<file path="src/rtl/change_dispenser_pkg.sv">
// Shared types and constants for the change dispenser.
// Holds the coin codes, the coin values in nickels, the FSM state type,
// the inventory struct and small helper functions.
// Optional feature macro: DISP_DOLLAR_EN (dollar coin enable, used by importers).
package change_pkg;

    localparam int unsigned AMT_W  = 8;
    localparam int unsigned CNT_W  = 5;
    localparam int unsigned COIN_W = 3;

    typedef logic [COIN_W-1:0] coin_t;

    localparam coin_t COIN_NONE    = 3'b000;
    localparam coin_t COIN_NICKEL  = 3'b001;
    localparam coin_t COIN_DIME    = 3'b010;
    localparam coin_t COIN_QUARTER = 3'b011;
    localparam coin_t COIN_HALF    = 3'b100;
    localparam coin_t COIN_DOLLAR  = 3'b101;

    localparam int unsigned VAL_NICKEL  = 1;
    localparam int unsigned VAL_DIME    = 2;
    localparam int unsigned VAL_QUARTER = 5;
    localparam int unsigned VAL_HALF    = 10;
    localparam int unsigned VAL_DOLLAR  = 20;

    typedef enum logic [1:0] {
        IDLE   = 2'd0,
        SELECT = 2'd1,
        EJECT  = 2'd2,
        DONE   = 2'd3
    } state_t;

    // Coin inventory, one saturating counter per denomination.
    typedef struct packed {
        logic [CNT_W-1:0] nickel;
        logic [CNT_W-1:0] dime;
        logic [CNT_W-1:0] quarter;
        logic [CNT_W-1:0] half;
        logic [CNT_W-1:0] dollar;
    } coin_counts_t;

    // Value of a coin code in nickels; unknown codes are worth nothing.
    function automatic logic [AMT_W-1:0] coin_value(input coin_t coin);
        case (coin)
            COIN_NICKEL:  return AMT_W'(VAL_NICKEL);
            COIN_DIME:    return AMT_W'(VAL_DIME);
            COIN_QUARTER: return AMT_W'(VAL_QUARTER);
            COIN_HALF:    return AMT_W'(VAL_HALF);
            COIN_DOLLAR:  return AMT_W'(VAL_DOLLAR);
            default:      return '0;
        endcase
    endfunction

    // Decrement that sticks at zero.
    function automatic logic [CNT_W-1:0] dec_sat(input logic [CNT_W-1:0] cnt);
        return (cnt == '0) ? cnt : cnt - CNT_W'(1);
    endfunction

endpackage

</file>
<file path="src/rtl/change_dispenser_if.sv">
// Bus between the change dispenser and its environment.
// Requests: start, change_amt, restock. Coin handshake: eject_valid,
// eject_coin, eject_ack. Status: busy, done, short, remaining, per-coin
// inventory counts and exact_change.
// Modports: master (environment side), slave (dispenser side).
interface change_dispenser_if;
    import change_pkg::*;

    logic             start;
    logic [AMT_W-1:0] change_amt;
    logic             eject_ack;
    logic             restock;

    logic             busy;
    logic             eject_valid;
    coin_t            eject_coin;
    logic             done;
    logic             short;
    logic [AMT_W-1:0] remaining;
    logic [CNT_W-1:0] nickelct;
    logic [CNT_W-1:0] dimect;
    logic [CNT_W-1:0] quarterct;
    logic [CNT_W-1:0] half_dollarct;
    logic [CNT_W-1:0] dollarct;
    logic             exact_change;

    modport master (
        output start, change_amt, eject_ack, restock,
        input  busy, eject_valid, eject_coin, done, short, remaining,
               nickelct, dimect, quarterct, half_dollarct, dollarct, exact_change
    );

    modport slave (
        input  start, change_amt, eject_ack, restock,
        output busy, eject_valid, eject_coin, done, short, remaining,
               nickelct, dimect, quarterct, half_dollarct, dollarct, exact_change
    );

endinterface

</file>
<file path="src/rtl/change_dispenser_coin_select.sv">
// Greedy coin pick: the largest denomination not exceeding remaining that
// still has stock. Purely combinational.
// Ports: remaining (nickels owed), counts (inventory),
//        found_c (a coin qualifies), coin_c (its code, 000 when none).
// Macro DISP_DOLLAR_EN adds the dollar to the candidate set.
module coin_select
    import change_pkg::*;
(
    input  logic [AMT_W-1:0] remaining,
    input  coin_counts_t     counts,
    output logic             found_c,
    output coin_t            coin_c
);

    // Candidates checked smallest first so the largest qualifying one wins.
    always_comb begin
        found_c = 1'b0;
        coin_c  = COIN_NONE;
        if (counts.nickel != '0 && remaining >= AMT_W'(VAL_NICKEL)) begin
            found_c = 1'b1;
            coin_c  = COIN_NICKEL;
        end
        if (counts.dime != '0 && remaining >= AMT_W'(VAL_DIME)) begin
            found_c = 1'b1;
            coin_c  = COIN_DIME;
        end
        if (counts.quarter != '0 && remaining >= AMT_W'(VAL_QUARTER)) begin
            found_c = 1'b1;
            coin_c  = COIN_QUARTER;
        end
        if (counts.half != '0 && remaining >= AMT_W'(VAL_HALF)) begin
            found_c = 1'b1;
            coin_c  = COIN_HALF;
        end
`ifdef DISP_DOLLAR_EN
        if (counts.dollar != '0 && remaining >= AMT_W'(VAL_DOLLAR)) begin
            found_c = 1'b1;
            coin_c  = COIN_DOLLAR;
        end
`endif
    end

`ifndef DISP_DOLLAR_EN
    // Dollar stock is always zero in this build and never consulted.
    logic unused_dollar;
    assign unused_dollar = ^counts.dollar;
`endif

endmodule

</file>
<file path="src/rtl/change_dispenser.sv">
// Change dispenser: pays out change_amt nickels one coin at a time using a
// greedy pick over a per-denomination inventory.
// Ports: clk, rst (synchronous, active high), bus (change_dispenser_if.slave).
// Parameters: INIT_COUNT (coins per denomination after reset/restock),
//             EXACT_THRESH (nickel-equivalent threshold for exact_change).
// Macro DISP_DOLLAR_EN enables the dollar coin; otherwise dollarct stays 0.
module change_dispenser
    import change_pkg::*;
#(
    parameter int unsigned INIT_COUNT   = 10,
    parameter int unsigned EXACT_THRESH = 19
) (
    input logic               clk,
    input logic               rst,
    change_dispenser_if.slave bus
);

    localparam logic [CNT_W-1:0] INIT_CNT = CNT_W'(INIT_COUNT);
`ifdef DISP_DOLLAR_EN
    localparam logic [CNT_W-1:0] INIT_DOLLAR = INIT_CNT;
`else
    localparam logic [CNT_W-1:0] INIT_DOLLAR = '0;
`endif
    localparam coin_counts_t INIT_COUNTS = '{
        nickel: INIT_CNT, dime: INIT_CNT, quarter: INIT_CNT,
        half: INIT_CNT, dollar: INIT_DOLLAR
    };

    // Small-change reserve check: nickels plus dimes in nickel units.
    function automatic logic below_thresh(input coin_counts_t c);
        return (32'(c.nickel) + 32'(c.dime) * 32'd2) < 32'(EXACT_THRESH);
    endfunction

    state_t           state_q, next_state;
    logic             start_q;
    logic [AMT_W-1:0] amt_q;
    logic [AMT_W-1:0] remaining_q, remaining_d;
    coin_counts_t     counts_q, counts_d;
    logic             eject_valid_q, eject_valid_d;
    coin_t            eject_coin_q, eject_coin_d;
    logic             busy_q, busy_d;
    logic             done_q, done_d;
    logic             short_q, short_d;
    logic             exact_q;
    logic             sel_found;
    coin_t            sel_coin;

    coin_select u_coin_select (
        .remaining (remaining_q),
        .counts    (counts_q),
        .found_c   (sel_found),
        .coin_c    (sel_coin)
    );

    // State register.
    always_ff @(posedge clk) begin
        if (rst) state_q <= IDLE;
        else     state_q <= next_state;
    end

    // Next-state logic; a zero balance leaves sel_found low and ends the run.
    always_comb begin
        next_state = state_q;
        case (state_q)
            IDLE:    if (start_q) next_state = SELECT;
            SELECT:  next_state = sel_found ? EJECT : DONE;
            EJECT:   if (bus.eject_ack) next_state = SELECT;
            DONE:    next_state = IDLE;
            default: next_state = IDLE;
        endcase
    end

    // Output and datapath next values, registered below.
    always_comb begin
        remaining_d   = remaining_q;
        counts_d      = counts_q;
        eject_coin_d  = COIN_NONE;
        eject_valid_d = (next_state == EJECT);
        busy_d        = (next_state != IDLE);
        done_d        = (next_state == DONE);
        short_d       = 1'b0;
        case (state_q)
            IDLE: begin
                if (bus.restock) counts_d = INIT_COUNTS;
                if (start_q)     remaining_d = amt_q;
            end
            SELECT: begin
                if (next_state == EJECT) eject_coin_d = sel_coin;
                else                     short_d = (remaining_q != '0);
            end
            EJECT: begin
                if (bus.eject_ack) begin
                    remaining_d = remaining_q - coin_value(eject_coin_q);
                    case (eject_coin_q)
                        COIN_NICKEL:  counts_d.nickel  = dec_sat(counts_q.nickel);
                        COIN_DIME:    counts_d.dime    = dec_sat(counts_q.dime);
                        COIN_QUARTER: counts_d.quarter = dec_sat(counts_q.quarter);
                        COIN_HALF:    counts_d.half    = dec_sat(counts_q.half);
`ifdef DISP_DOLLAR_EN
                        COIN_DOLLAR:  counts_d.dollar  = dec_sat(counts_q.dollar);
`endif
                        default: ;
                    endcase
                end else begin
                    eject_coin_d = eject_coin_q;
                end
            end
            default: ;
        endcase
    end

    // Registers; start is captured only in IDLE and loses to restock.
    always_ff @(posedge clk) begin
        if (rst) begin
            start_q       <= 1'b0;
            amt_q         <= '0;
            remaining_q   <= '0;
            counts_q      <= INIT_COUNTS;
            eject_valid_q <= 1'b0;
            eject_coin_q  <= COIN_NONE;
            busy_q        <= 1'b0;
            done_q        <= 1'b0;
            short_q       <= 1'b0;
            exact_q       <= below_thresh(INIT_COUNTS);
        end else begin
            start_q <= bus.start && (state_q == IDLE) && !bus.restock;
            if (bus.start && (state_q == IDLE)) amt_q <= bus.change_amt;
            remaining_q   <= remaining_d;
            counts_q      <= counts_d;
            eject_valid_q <= eject_valid_d;
            eject_coin_q  <= eject_coin_d;
            busy_q        <= busy_d;
            done_q        <= done_d;
            short_q       <= short_d;
            exact_q       <= below_thresh(counts_q);
        end
    end

    assign bus.busy          = busy_q;
    assign bus.eject_valid   = eject_valid_q;
    assign bus.eject_coin    = eject_coin_q;
    assign bus.done          = done_q;
    assign bus.short         = short_q;
    assign bus.remaining     = remaining_q;
    assign bus.nickelct      = counts_q.nickel;
    assign bus.dimect        = counts_q.dime;
    assign bus.quarterct     = counts_q.quarter;
    assign bus.half_dollarct = counts_q.half;
    assign bus.dollarct      = counts_q.dollar;
    assign bus.exact_change  = exact_q;

endmodule

</file>
<file path="src/flat_wrapper.sv">
// flat-port wrapper written by rule: the top's interface ports become plain ports
module change_dispenser_flat import change_pkg::*;
#(
    parameter int unsigned INIT_COUNT   = 10,
    parameter int unsigned EXACT_THRESH = 19
)
  (clk, rst, bus_start, bus_change_amt, bus_eject_ack, bus_restock, bus_busy, bus_eject_valid, bus_eject_coin, bus_done, bus_short, bus_remaining, bus_nickelct, bus_dimect, bus_quarterct, bus_half_dollarct, bus_dollarct, bus_exact_change);
  change_dispenser_if bus_i ();
  input logic clk;
  input logic rst;
  input wire logic [$bits(bus_i.start)-1:0] bus_start;
  input wire logic [$bits(bus_i.change_amt)-1:0] bus_change_amt;
  input wire logic [$bits(bus_i.eject_ack)-1:0] bus_eject_ack;
  input wire logic [$bits(bus_i.restock)-1:0] bus_restock;
  output wire logic [$bits(bus_i.busy)-1:0] bus_busy;
  output wire logic [$bits(bus_i.eject_valid)-1:0] bus_eject_valid;
  output wire logic [$bits(bus_i.eject_coin)-1:0] bus_eject_coin;
  output wire logic [$bits(bus_i.done)-1:0] bus_done;
  output wire logic [$bits(bus_i.short)-1:0] bus_short;
  output wire logic [$bits(bus_i.remaining)-1:0] bus_remaining;
  output wire logic [$bits(bus_i.nickelct)-1:0] bus_nickelct;
  output wire logic [$bits(bus_i.dimect)-1:0] bus_dimect;
  output wire logic [$bits(bus_i.quarterct)-1:0] bus_quarterct;
  output wire logic [$bits(bus_i.half_dollarct)-1:0] bus_half_dollarct;
  output wire logic [$bits(bus_i.dollarct)-1:0] bus_dollarct;
  output wire logic [$bits(bus_i.exact_change)-1:0] bus_exact_change;
  assign bus_i.start = bus_start;
  assign bus_i.change_amt = bus_change_amt;
  assign bus_i.eject_ack = bus_eject_ack;
  assign bus_i.restock = bus_restock;
  assign bus_busy = bus_i.busy;
  assign bus_eject_valid = bus_i.eject_valid;
  assign bus_eject_coin = bus_i.eject_coin;
  assign bus_done = bus_i.done;
  assign bus_short = bus_i.short;
  assign bus_remaining = bus_i.remaining;
  assign bus_nickelct = bus_i.nickelct;
  assign bus_dimect = bus_i.dimect;
  assign bus_quarterct = bus_i.quarterct;
  assign bus_half_dollarct = bus_i.half_dollarct;
  assign bus_dollarct = bus_i.dollarct;
  assign bus_exact_change = bus_i.exact_change;
  change_dispenser #(.INIT_COUNT(INIT_COUNT), .EXACT_THRESH(EXACT_THRESH)) u_core (.clk(clk), .rst(rst), .bus(bus_i));
endmodule
</file>
<file path="config.mk">
export PLATFORM = sky130hd
export DESIGN_NAME = change_dispenser_flat
export DESIGN_NICKNAME = d
export VERILOG_FILES = /design/src/rtl/change_dispenser_pkg.sv /design/src/rtl/change_dispenser_if.sv /design/src/rtl/change_dispenser_coin_select.sv /design/src/rtl/change_dispenser.sv /design/src/flat_wrapper.sv
export SDC_FILE = /design/constraint.sdc
export NUM_CORES = 1
export LEC_CHECK = 0
export CORE_MARGIN = 10
export CORE_UTILIZATION = 40
export DETAILED_ROUTE_END_ITERATION = 10
export PLACE_DENSITY = 0.73
export SLEW_MARGIN = 20
export SYNTH_ARGS = -nofsm -noshare
export SYNTH_HDL_FRONTEND = slang
export SYNTH_HIERARCHICAL = 1
export SYNTH_SLANG_ARGS = --single-unit
export TNS_END_PERCENT = 20
</file>
<file path="constraint.sdc">
create_clock -name clk -period 5.13 [get_ports clk]
set_clock_uncertainty 0.15 [all_clocks]
set_input_delay 0.7695 -clock clk [delete_from_list [all_inputs] [get_ports clk]]
set_output_delay 0.7695 -clock clk [all_outputs]
set_load 0.01 [all_outputs]
</file>
==> results.cfg <==
[routing]
number_of_nets_with_antenna_violations_after_routing = 0
drt-pass1-iter-count = 4
iteration_0_drc_markers = 183
routedWlPerCell_um = 15.9
route.final.wire_length_um = 7880
drt_drc_violations_left = 0
vias = 2784
detail_route.vias_per_cell = 5.62

[floorplan]
die_x_um = 106
rows = 31
floorplan.initialDensity_pct = 40.9
core-area_um2 = 7180
design.die.area_um2 = 11200
num_io_pins = 54
die_height_um = 106

[placement]
globalplace.congestion = 0.819
hpwlAfterDp_um = 5880
dp.cells = 488
port_buffers = 48

[synth]
ys.flop_type = dfxtp_1
post_synth_main_area_contributors = dfxtp_1, ha_1, nand2_1
post_synth_edffs = 0
sequential_area_share_after_synthesis_pct = 32.1
xor_xnor_share_of_the_synthesized_area_pct = 0.895
synth.avg_cell_area_um2 = 8.27
synthesized_area_um2 = 2940
count_of_yosys_warnings_during_synthesis = 6
muxShareOfSynthArea_pct = 2.05
post_synth_most_frequent_cells = dfxtp_1, nand2_1, nor2_1
synth_compound_area_share_pct = 21.0
post_synth_inst_count = 355
yosys.area_share.simple_pct = 31.0
synth_area_leader_cell = dfxtp_1
synth_cell_types = 66
synthAdderAreaFrac_pct = 7.33
synth_top_family_by_area = simple AND/OR/NAND/NOR gates
postSynthRegisterBits = 47
post-synth-top-area-fraction_pct = 32.1
yosysMostFrequentCell = dfxtp_1
synth_async_sr_flop_share_pct = 0

[sta]
hold_ws_ns = 0.306
fin_crit_ns = 2.79
timing_worst_slew_pin_value_ns = 1.06
hold_violations = 0
peak_freq_mhz = 359
grt_setup_unrepaired = false
final_max_slew_viol_count = 0
finalSetupViolCount = 0
final_min_period_over_clock_period_pct = 54.3
setup-tns-final_ns = 0
timing.max_slew.rel_slack_pct = 29.7

[pwr]
power.static_leakage_uw = 0.00134
power_density_nw_per_um2 = 227
worst_ir_drop_vdd_v = 0.0000980

[setup_path]
worst_path_cell_with_the_longest_stage_delay = clkdlybuf4s50_1
cpPeakStageDelay_ns = 0.89
worstPathBufferInverterCount = 1
end_kind = flip-flop
worstPathCellList = clkdlybuf4s50_1, or2_2, or4_1, nand4_1
critical_path.top_delay_family = simple AND/OR/NAND/NOR gates
reg2reg_depth = 8
cp.required_ns = 5.22
critical_path.max_fanout = 27
timing.critical_path.depth = 4
timing_worst_setup_path_type = input pin to flip-flop
timing.critical_path.from_type = input pin
worstPathArrival_ns = 2.88

[global_routing]
gr-usage-met2_pct = 23.4
grt-busiest-layer = met2
grt_usage_pct = 13.9
grt_util_met1_pct = 16.5
grtUsageMet3_pct = 4.14
number_of_global_route_vias_before_repair = 2665
grt_antenna_before_repair = 0
maximum_number_of_pins_on_one_net_before_global_route_repair = 30
grt_pass1_wl_um = 13100
grt_overflow = 0

[cts]
insertion_delay_ns = 0.30
tritoncts.num_buffers = 5
htree_levels = 2
cts_setup_buffers = 0
clkTransAtPathRegs_ns = 0.09
post_cts.resized_instances = 0
cts_num_sinks = 47
cts-root-buf = clkbuf_8
clk_path_buf_depth = 2
cts_tree = yes
cts.hold.buffers_added = 0

[min_path]
hold-path-cell-count = 2
min-delay-path-class = flip-flop to flip-flop

[layout]
area.growth.synth_to_final_pct = 21.7
antenna-diode-count = 0
final-instance-count-excl-fill = 495
post_route_cells_drive_above_1_share_pct = 7.32
num-nets-final = 425

[outcome]
run_status = finished, final reports clean

[flow_run]
max_cap_viol_count = 0
registers in the layout, summed over array words and instances, names as in the netlist:
| signal | cells |
|---|---|
| u_core/bus.quarterct | 5 |
| u_core/bus.exact_change | 1 |
| u_core/bus.done | 1 |
| u_core/amt_q | 8 |
| u_core/bus.short | 1 |
| u_core/bus.remaining | 8 |
| u_core/bus.eject_coin | 3 |
| u_core/bus.eject_valid | 1 |
| u_core/bus.busy | 1 |
| u_core/bus.half_dollarct | 5 |
| u_core/bus.dimect | 5 |
| u_core/bus.nickelct | 5 |
| u_core/start_q | 1 |
| u_core/state_q | 2 |
final timing paths:
kind              slack, ns                 endpoint                startpoint
setup / recovery       2.34  u_core/bus.exact_change                       rst
hold / removal         0.31          u_core/amt_q[5]           u_core/amt_q[5]
setup reg to reg       2.78  u_core/bus.remaining[4]  u_core/bus.eject_coin[0]
hold reg to reg        0.31          u_core/amt_q[5]           u_core/amt_q[5]
layout make-up:
class	instances	area [um2]
flip-flops and latches	47	941
fillers	694	3600
well taps	99	124
clock buffers	6	72.6
multi-input cells	276	1850
repair buffers	51	503
clock inverters	1	30.0
inverters	15	56.3
layer usage:
metal	part of all wire [%]	vias to the layer above	wire, um
li1	-	1370	-
met1	43	1320	3370
met2	49	85	3830
met3	7.4	9	580
met4	1.2	0	97
met5	0	-	0
tightest hold or removal path, delay by kind of cell (launching register included):
family | cells | cell delay (ns)
flip-flops | 1 | 0.32
AND/OR/NAND/NOR | 1 | 0.05
AO/OA/AOI/OAI | 1 | 0.05
where the power goes:
part           leakage (uW)  internal (uW)  switching (uW)  total [uW]
registers          0.000381            377            15.4         392
logic              0.000910           65.2            86.4         152
clock network     0.0000513            143             123         266
total               0.00134            585             225         810
cell usage in the layout (no fill, tap or decap), types with 7 or more instances in the layout:
cell type        netlist  layout
clkdlybuf4s50_1        0      48
nand2_1               36      36
ha_1                  14      14
dfxtp_1               47      47
nor2_1                29      29
a21oi_1               24      24
nand4_1               11      11
or3_1                  7       7
inv_1                 14      14
a21o_1                 7       7
nor3_1                16      16
nand2b_1               7       7
metrics by stage:
stage / util, % / cell area (um2) / total power (uW) / setup WS, ns
detailed placement: 48.4 / 3470 / 551 / 2.04
global route: 49.8 / 3570 / 849 / 2.20
global placement: 48.4 / 3470 / 548 / 2.08
finish: 49.8 / 3570 / 810 / 2.34
CTS: 49.8 / 3570 / 816 / 2.35
floorplan: - / 2950 / 505 / 2.97
kinds of logic after synthesis:
kind of cell | Yosys count
AND/OR/NAND/NOR | 161
flip-flops | 47
other | 1
multiplexers | 6
buffers and inverters | 36
XOR/XNOR | 3
AO/OA/AOI/OAI | 85
adder cells (fa/ha/maj) | 16
No activity file was read; power rests on OpenSTA's default activity.
